`src/rtl/ram8_clr_pkg.sv`:
```
`default_nettype none
// +--------------------------------------------------------------------+
// | ram8_clr_pkg : shared sizes and FSM encoding for the ram8_clr bank |
// | Revision 1.0                                                       |
// +--------------------------------------------------------------------+
package ram8_clr_pkg;

  localparam int DEPTH  = 8;
  localparam int ADDR_W = 3;

  typedef enum logic {
    ST_IDLE  = 1'b0,
    ST_CLEAR = 1'b1
  } state_t;

endpackage : ram8_clr_pkg
`default_nettype wire

```
`src/rtl/ram8_clr_dmux8way.sv`:
```
`default_nettype none
// +--------------------------------------------------------------------+
// | ram8_clr_dmux8way : routes one strobe to one of eight outputs      |
// | Revision 1.0                                                       |
// +--------------------------------------------------------------------+
module ram8_clr_dmux8way
  import ram8_clr_pkg::*;
(
  input  logic              in_i,
  input  logic [ADDR_W-1:0] sel_i,
  output logic [DEPTH-1:0]  out_o
);

  for (genvar k = 0; k < DEPTH; k++) begin : g_out
    assign out_o[k] = in_i & (sel_i == ADDR_W'(k));
  end

endmodule : ram8_clr_dmux8way
`default_nettype wire

```
`src/rtl/ram8_clr.sv`:
```
`default_nettype none
// +--------------------------------------------------------------------+
// | ram8_clr : 8-entry register bank, registered read with bypass and  |
// |            an 8-cycle clear sequencer.  Revision 1.0               |
// +--------------------------------------------------------------------+
module ram8_clr
  import ram8_clr_pkg::*;
#(
  parameter int WIDTH = 16
) (
  input  logic              clk,
  input  logic              rst_n,
  input  logic [WIDTH-1:0]  in,
  input  logic [ADDR_W-1:0] address,
  input  logic              load,
  input  logic              read_en,
  input  logic              clear,
  output logic [WIDTH-1:0]  out,
  output logic              out_valid,
  output logic [DEPTH-1:0]  valid,
  output logic              busy
);

  state_t              state_q, state_d;
  logic [ADDR_W-1:0]   cnt_q, cnt_d;
  logic [WIDTH-1:0]    mem_q [DEPTH];
  logic [WIDTH-1:0]    mem_d [DEPTH];
  logic [DEPTH-1:0]    valid_q, valid_d;
  logic [WIDTH-1:0]    out_q, out_d;
  logic                out_valid_q;
  logic [DEPTH-1:0]    we;
  logic                busy_w;

  assign busy_w = (state_q == ST_CLEAR);

  ram8_clr_dmux8way u_dmux (
    .in_i  (load & ~busy_w),
    .sel_i (address),
    .out_o (we)
  );

  always_comb begin
    state_d = state_q;
    cnt_d   = cnt_q;
    case (state_q)
      ST_IDLE: begin
        if (clear) begin
          state_d = ST_CLEAR;
          cnt_d   = '0;
        end
      end
      ST_CLEAR: begin
        cnt_d = cnt_q + ADDR_W'(1);
        if (cnt_q == ADDR_W'(DEPTH - 1)) state_d = ST_IDLE;
      end
      default: state_d = ST_IDLE;
    endcase
  end

  // Writes and clears never coincide: the decoder is disabled while busy.
  always_comb begin
    mem_d   = mem_q;
    valid_d = valid_q;
    for (int k = 0; k < DEPTH; k++) begin
      if (we[k]) begin
        mem_d[k]   = in;
        valid_d[k] = 1'b1;
      end else if (busy_w && (cnt_q == ADDR_W'(k))) begin
        mem_d[k]   = '0;
        valid_d[k] = 1'b0;
      end
    end
  end

  // Reading the next-state view gives write bypass and clear-to-zero for free.
  always_comb begin
    out_d = out_q;
    if (read_en) out_d = mem_d[address];
  end

  always_ff @(posedge clk or negedge rst_n) begin
    if (!rst_n) begin
      state_q     <= ST_IDLE;
      cnt_q       <= '0;
      valid_q     <= '0;
      out_q       <= '0;
      out_valid_q <= 1'b0;
      for (int k = 0; k < DEPTH; k++) mem_q[k] <= '0;
    end else begin
      state_q     <= state_d;
      cnt_q       <= cnt_d;
      valid_q     <= valid_d;
      out_q       <= out_d;
      out_valid_q <= read_en;
      for (int k = 0; k < DEPTH; k++) mem_q[k] <= mem_d[k];
    end
  end

  assign out       = out_q;
  assign out_valid = out_valid_q;
  assign valid     = valid_q;
  assign busy      = busy_w;

endmodule : ram8_clr
`default_nettype wire

```
`config.mk`:
```
export PLATFORM = sky130hd
export DESIGN_NAME = ram8_clr
export DESIGN_NICKNAME = d
export VERILOG_FILES = /design/src/rtl/ram8_clr_pkg.sv /design/src/rtl/ram8_clr_dmux8way.sv /design/src/rtl/ram8_clr.sv
export SDC_FILE = /design/constraint.sdc
export NUM_CORES = 1
export LEC_CHECK = 0
export CORE_UTILIZATION = 25
export CTS_BUF_LIST = sky130_fd_sc_hd__clkbuf_4
export CTS_CLUSTER_SIZE = 12
export DETAILED_ROUTE_END_ITERATION = 16
export PLACE_DENSITY_LB_ADDON = 0.08
export SLEW_MARGIN = 40
export SYNTH_ARGS = -nofsm -noshare
export SYNTH_HDL_FRONTEND = slang
export SYNTH_SLANG_ARGS = --single-unit
```
`constraint.sdc`:
```
create_clock -name clk -period 2.5 [get_ports clk]
set_input_delay 0.25 -clock clk [delete_from_list [all_inputs] [get_ports clk]]
set_output_delay 0.25 -clock clk [all_outputs]
set_load 0.03 [all_outputs]
```
Yosys cells after proc, flatten, opt, wreduce, memory -nomap -nowiden
Index checks and enable logic that the tools add are counted.
Widths: inputs -> output; s select.
{ "classes": {"add_sub_neg": 1, "n_lt_le_gt_ge": 1, "eq_ne": 15, "mux": 40, "bitwise_logic": 11, "n_reduce_logical": 18} }
{ "op_table": {"columns": ["cell", "n"], "rows": [
  ["$mux 16", 18],
  ["$bmux 16 s3", 1],
  ["$eq 3x3->1 const B", 8],
  ["$mux 1", 18],
  ["$reduce_bool 2->1", 8],
  ["$eq 3x2->1 const B", 4],
  ["$and 1x1->1", 9],
  ["$logic_and 1x1->1", 8],
  ["$eq 3x1->1 const B", 2],
  ["$logic_not 3->1", 2],
  ["$pmux 3 s2", 1],
  ["$ge 4x4->1 const B", 1],
  ["$not 3->4", 1],
  ["$add 3x1->3 const B", 1],
  ["$mux 3", 1],
  ["$ne 2x2->1 const B", 1],
  ["$pmux 1 s2", 1],
  ["$not 1->1", 1]
]} }
{ "totals": {"register_bits": 157, "inputBits": 24, "out_inout_bits": 26, "word_cells": 106} }

Depth between registers and ports, before layout
{ "depth": {"word_depth": 7, "ltp_mapped": 9, "ltp_nobuf": 7} }

By module
Synthesis repeated with hierarchy kept, for this count alone.
{ "unflattened": {"hier_cells": 811, "hier_area_um2": 7699.9} }
{ "modules_own_cells": {"columns": ["module", "n_inst", "cells_per_inst", "area_each_um2", "seq_area_each_um2"], "rows": [
  ["ram8_clr", 1, 803, 7603.5, 3928.8],
  ["ram8_clr_dmux8way", 1, 8, 96.3, 0.0]
]} }

Worst setup path before layout
No wires, ideal clock.
{ "synth_path": {"path_type": "register to register", "startpoint": "register state_q (netlist: busy)", "endpoint": "register out_q[13] (netlist: out[13])", "setup_ns": 0.140, "t_arrival_ns": 1.903, "required_time_ns": 2.360, "slack_ns": 0.457, "stages_incl_launch_ff": 8, "n_path_buf": 2, "synth_period_minus_slack_ns": 2.043, "path_cell_list": "dfrtp_1 > or4b_1 > buf_2 > buf_6 > nor2_1 > a311oi_2 > nor4_2 > a211oi_2"} }
{ "synth_via": {"elab_chain_cells": 7, "word_cells_on_any_way": 37, "classes_between": "mux (19); bitwise (10); reduce/logical (8)"} }
{ "synth_rtl": {"columns": ["item", "line", "text"], "rows": [
  ["start, declared", "ram8_clr.sv:24", "state_t state_q, state_d;"],
  ["start signal, assigned", "ram8_clr.sv:90", "state_q <= state_d;"],
  ["$not 1->1", null, null],
  ["$and 1x1->1", "ram8_clr.sv:37", ".in_i (load & ~busy_w),"],
  ["$and 1x1->1", "ram8_clr_dmux8way.sv:15", "assign out_o[k] = in_i & (sel_i == ADDR_W'(k));"],
  ["$mux 16", "ram8_clr.sv:65", "if (we[k]) begin"],
  ["$bmux 16 s3 (*)", "ram8_clr.sv:78", "if (read_en) out_d = mem_d[address];"],
  ["$mux 16 (implied by the code) (*) (2 in a row)", "ram8_clr.sv:78", null],
  ["end signal, assigned", "ram8_clr.sv:93", "out_q <= out_d;"],
  ["end, declared", "ram8_clr.sv:29", "logic [WIDTH-1:0] out_q, out_d;"]
]} }
Every way passes the cells marked *; elsewhere a longest branch is shown, timed or not. The select of a mux whose other input is x is not followed.
A chain may end at the register's enable or synchronous reset.

Worst setup path after layout
{ "layout_path": {"startpoint": "register state_q (netlist: busy)", "endpoint": "register out_q[11] (netlist: out[11])"} }
Same word-level chain as after synthesis.

==> results.md <==
- TritonCTS Buffers: 17
- Post-Syn Area: 8100 µm²
- CTS tree: built
- Die Y: 182 µm
- Fill cells: 3353
- Hpwl dp: 20400 µm
- Fmax: 0.428 GHz
- CP endpoint kind: register
- WP data required: 2930 ps
- Routed wire length: 29600 µm
- HP Class: input port to async pin
- Max Transition Viols Final: 0
- Combinational family with the most area after synthesis: simple AND/OR/NAND/NOR gates
- DRT antenna net count: 0
- Max stage delay cell, worst path: nor4_1
- Max_cap viols: 0
- Total track usage: 18.7%
- Number of DRC markers in iteration 0: 532
- Endpoints failing setup: 0
- CTS Buffer Depth: 2
- Pwr dens: 861 nW/µm²
- EDFF count, synth: 0
- Die Footprint: 33100 µm²
- Syn_nets: 929
- Post-CTS Setup Inserts: 0
- Detailed-route via count: 7081
- Worst Tran Pin Value: 682 ps
- GPL Wtd Cong: 0.778
- WL per Instance: 21.2 µm
- Fraction of registers with async set or reset after synthesis: 100%
- Peak VDD IR: 0.000253 V
- Synth Area in Adders: 0.927%
- Clock sinks: 157
- Post-Synth XOR/XNOR Area: 0%
- Clk slew on worst S/H paths: 150 ps
- # rows: 65
- Commonest non-fill, non-tap cell in the layout: nand2_1
- Pleak: 0.00440 µW
- Most frequent cells in the layout: nand2_1 (164), dfrtp_1 (157), o21ai_0 (83)
- Crit-path max cell delay: 530 ps
- Pin count of the biggest net entering global routing: 50
- Final Skew: 30.3 ps
- Worst-skew pair later-pin latency: 580 ps
- Utilization after layout: 31.3%
- Vias in the first global route: 7042
- Die width: 182 µm
- Port buffer count: 49
- Reg2reg path depth: 7
- Vias per Instance: 5.08
- Clock root buffer: clkbuf_4
- Crit path cell chain: buf_12, or4b_1, buf_4, nor2_1, a311oi_2, nor4_1, a211oi_1
- Post-synthesis sequential area ratio: 48.5%
- Mean Syn Cell Area: 9.00 µm²
- Share of layout cells above drive strength 1: 16.4%
- Crit-path max FO: 16
- Dominant synthesized flop cell: dfrtp_1
- Worst flop-to-flop path startpoint: busy$_DFF_PN0_
- Synth cell types: 53
- Max transition margin: 54.2%
- Drt drc: 0
- Hold_ws: 187 ps
- Core box area: 31700 µm²
- CP arrival: 2770 ps
- Worst Setup Start Kind: register
- Final Hold Viols: 0
- TritonRoute pass-1 iters: 8
- Post-synthesis mux area share: 2.21%
- Post-synthesis simple-gate area fraction: 21.9%
- Synth Area in Compound Gates: 20.2%
- NumNets Final: 1009
- Seq cells post-synth: 157
- CP Class: register to register
- Minimum clock period after layout: 2340 ps
- Reg2Reg Setup Slack: 160 ps
- Final worst-path cycle share: 93.5%
- Grt total ovfl: 0
- Initial Utilization: 25.5%
- Outcome: complete, no violations
- Crit Reg-Reg Endpoint: out[11]$_DFFE_PN0P_
- Ports: 50
- Depth of the CTS H-tree: 4
- Post-Synthesis Cells: 899
- Synth-to-Final Area Change: 22.6%
- Yosys warning total: 0
- First-pass GRT wire length: 46100 µm
- RSZ-0062 raised after global routing: no
- Initial antenna violation count: 2
## cells by family after synthesis
group                      after synthesis
AOI/OAI and AO/OA                      245
adders and majority gates                6
buffers and inverters                  116
DFF                                    157
muxes                                    9
and+or+nand+nor                        366
## worst max-delay path by stage
stage | start | end | slack [ps] | cells past startpoint
final | busy$_DFF_PN0_ | out[11]$_DFFE_PN0P_ | 160 | 7
after global routing | busy$_DFF_PN0_ | out[11]$_DFFE_PN0P_ | 70 | 7
after CTS | busy$_DFF_PN0_ | out[11]$_DFFE_PN0P_ | 150 | 7
after detailed placement | load | out[11]$_DFFE_PN0P_ | -100 | 7
after global placement | load | out[3]$_DFFE_PN0P_ | -100 | 7
after floorplan | busy$_DFF_PN0_ | out[13]$_DFFE_PN0P_ | 460 | 7
## cell type report
| class | count | area [µm²] | share of cell area [%] |
|---|---|---|---|
| sequential | 157 | 3930 | 39.6 |
| antenna | 1 | 2.50 | 0.0252 |
| tap | 402 | 503 | 5.07 |
| clock buffer | 20 | 150 | 1.51 |
| inverter | 32 | 120 | 1.21 |
| multi-input combinational | 626 | 3660 | 36.9 |
| timing repair buffer | 145 | 1440 | 14.5 |
| clock inverter | 12 | 114 | 1.15 |
## synth_stat cells (3+ instances only)
| cell | count | area share, % |
|---|---|---|
| nand2_1 | 164 | 7.6 |
| dfrtp_1 | 157 | 49 |
| o21ai_0 | 83 | 5.1 |
| nand3_1 | 75 | 4.6 |
| o211ai_1 | 49 | 4.5 |
| buf_2 | 37 | 2.3 |
| nor2_1 | 37 | 1.7 |
| a31oi_1 | 36 | 2.8 |
| clkbuf_1 | 36 | 1.7 |
| inv_1 | 32 | 1.5 |
| and3_1 | 29 | 2.2 |
| a211oi_1 | 17 | 1.6 |
| a21oi_1 | 16 | 0.99 |
| nand3b_1 | 14 | 1.3 |
| a311oi_2 | 9 | 1.7 |
| nor3_1 | 9 | 0.56 |
| a221oi_1 | 8 | 0.87 |
| mux4_2 | 7 | 1.9 |
| nand2b_1 | 7 | 0.54 |
| ha_1 | 6 | 0.93 |
| a41oi_1 | 5 | 0.54 |
| buf_1 | 5 | 0.23 |
| nor4_1 | 5 | 0.39 |
| o21bai_1 | 5 | 0.46 |
| a311oi_1 | 4 | 0.43 |
| buf_4 | 4 | 0.37 |
| o21ai_1 | 4 | 0.25 |
| a21o_1 | 3 | 0.28 |
| nand2_2 | 3 | 0.23 |
| nor2b_1 | 3 | 0.23 |
## critical path, delay by kind of cell (launching register included)
kind / cells / cell delay, ps
and+or+nand+nor: 3 / 1190
DFF: 1 / 440
buffers and inverters: 2 / 390
AOI/OAI and AO/OA: 2 / 170
## metrics by stage
stage	total power, µW	setup WS (ps)	cells	area, µm²	setup TNS (ps)
5_1_grt	9180	74.0	1395	9920	0
4_1_cts	8670	148	1394	9920	0
6_report	8540	163	1395	9920	0
3_3_place_gp	7080	-95.2	1361	9640	-323
3_5_place_dp	7080	-105	1361	9640	-213
2_1_floorplan	5570	457	899	8100	0
## sequential cells by signal, summed over array words and instances (netlist names)
register,flops
cnt_q,3
valid,8
out_valid,1
busy,1
out,16
mem_q,128
## where the power goes
part / internal (µW) / switching (µW)
registers: 3340 / 338
clock network: 533 / 1020
logic: 1260 / 2050
total: 5140 / 3410
## layer usage
metal | routed length [µm] | GRT usage [%] | share of wire [%]
met1 | 14800 | 27.8 | 50
met2 | 13200 | 28.2 | 45
met3 | 1260 | 3.09 | 4.2
met4 | 291 | 3.83 | 0.98
met5 | 0 | 0 | 0
## timing repair
| action | in CTS | in global routing |
|---|---|---|
| gates resized for setup | 0 | 1 |
| hold buffers | 1 | 0 |
| endpoints found under the setup margin | 0 | 1 |
| endpoints found under the hold margin | 56 | 0 |
Note: power is estimated with default switching activity, not from simulation.
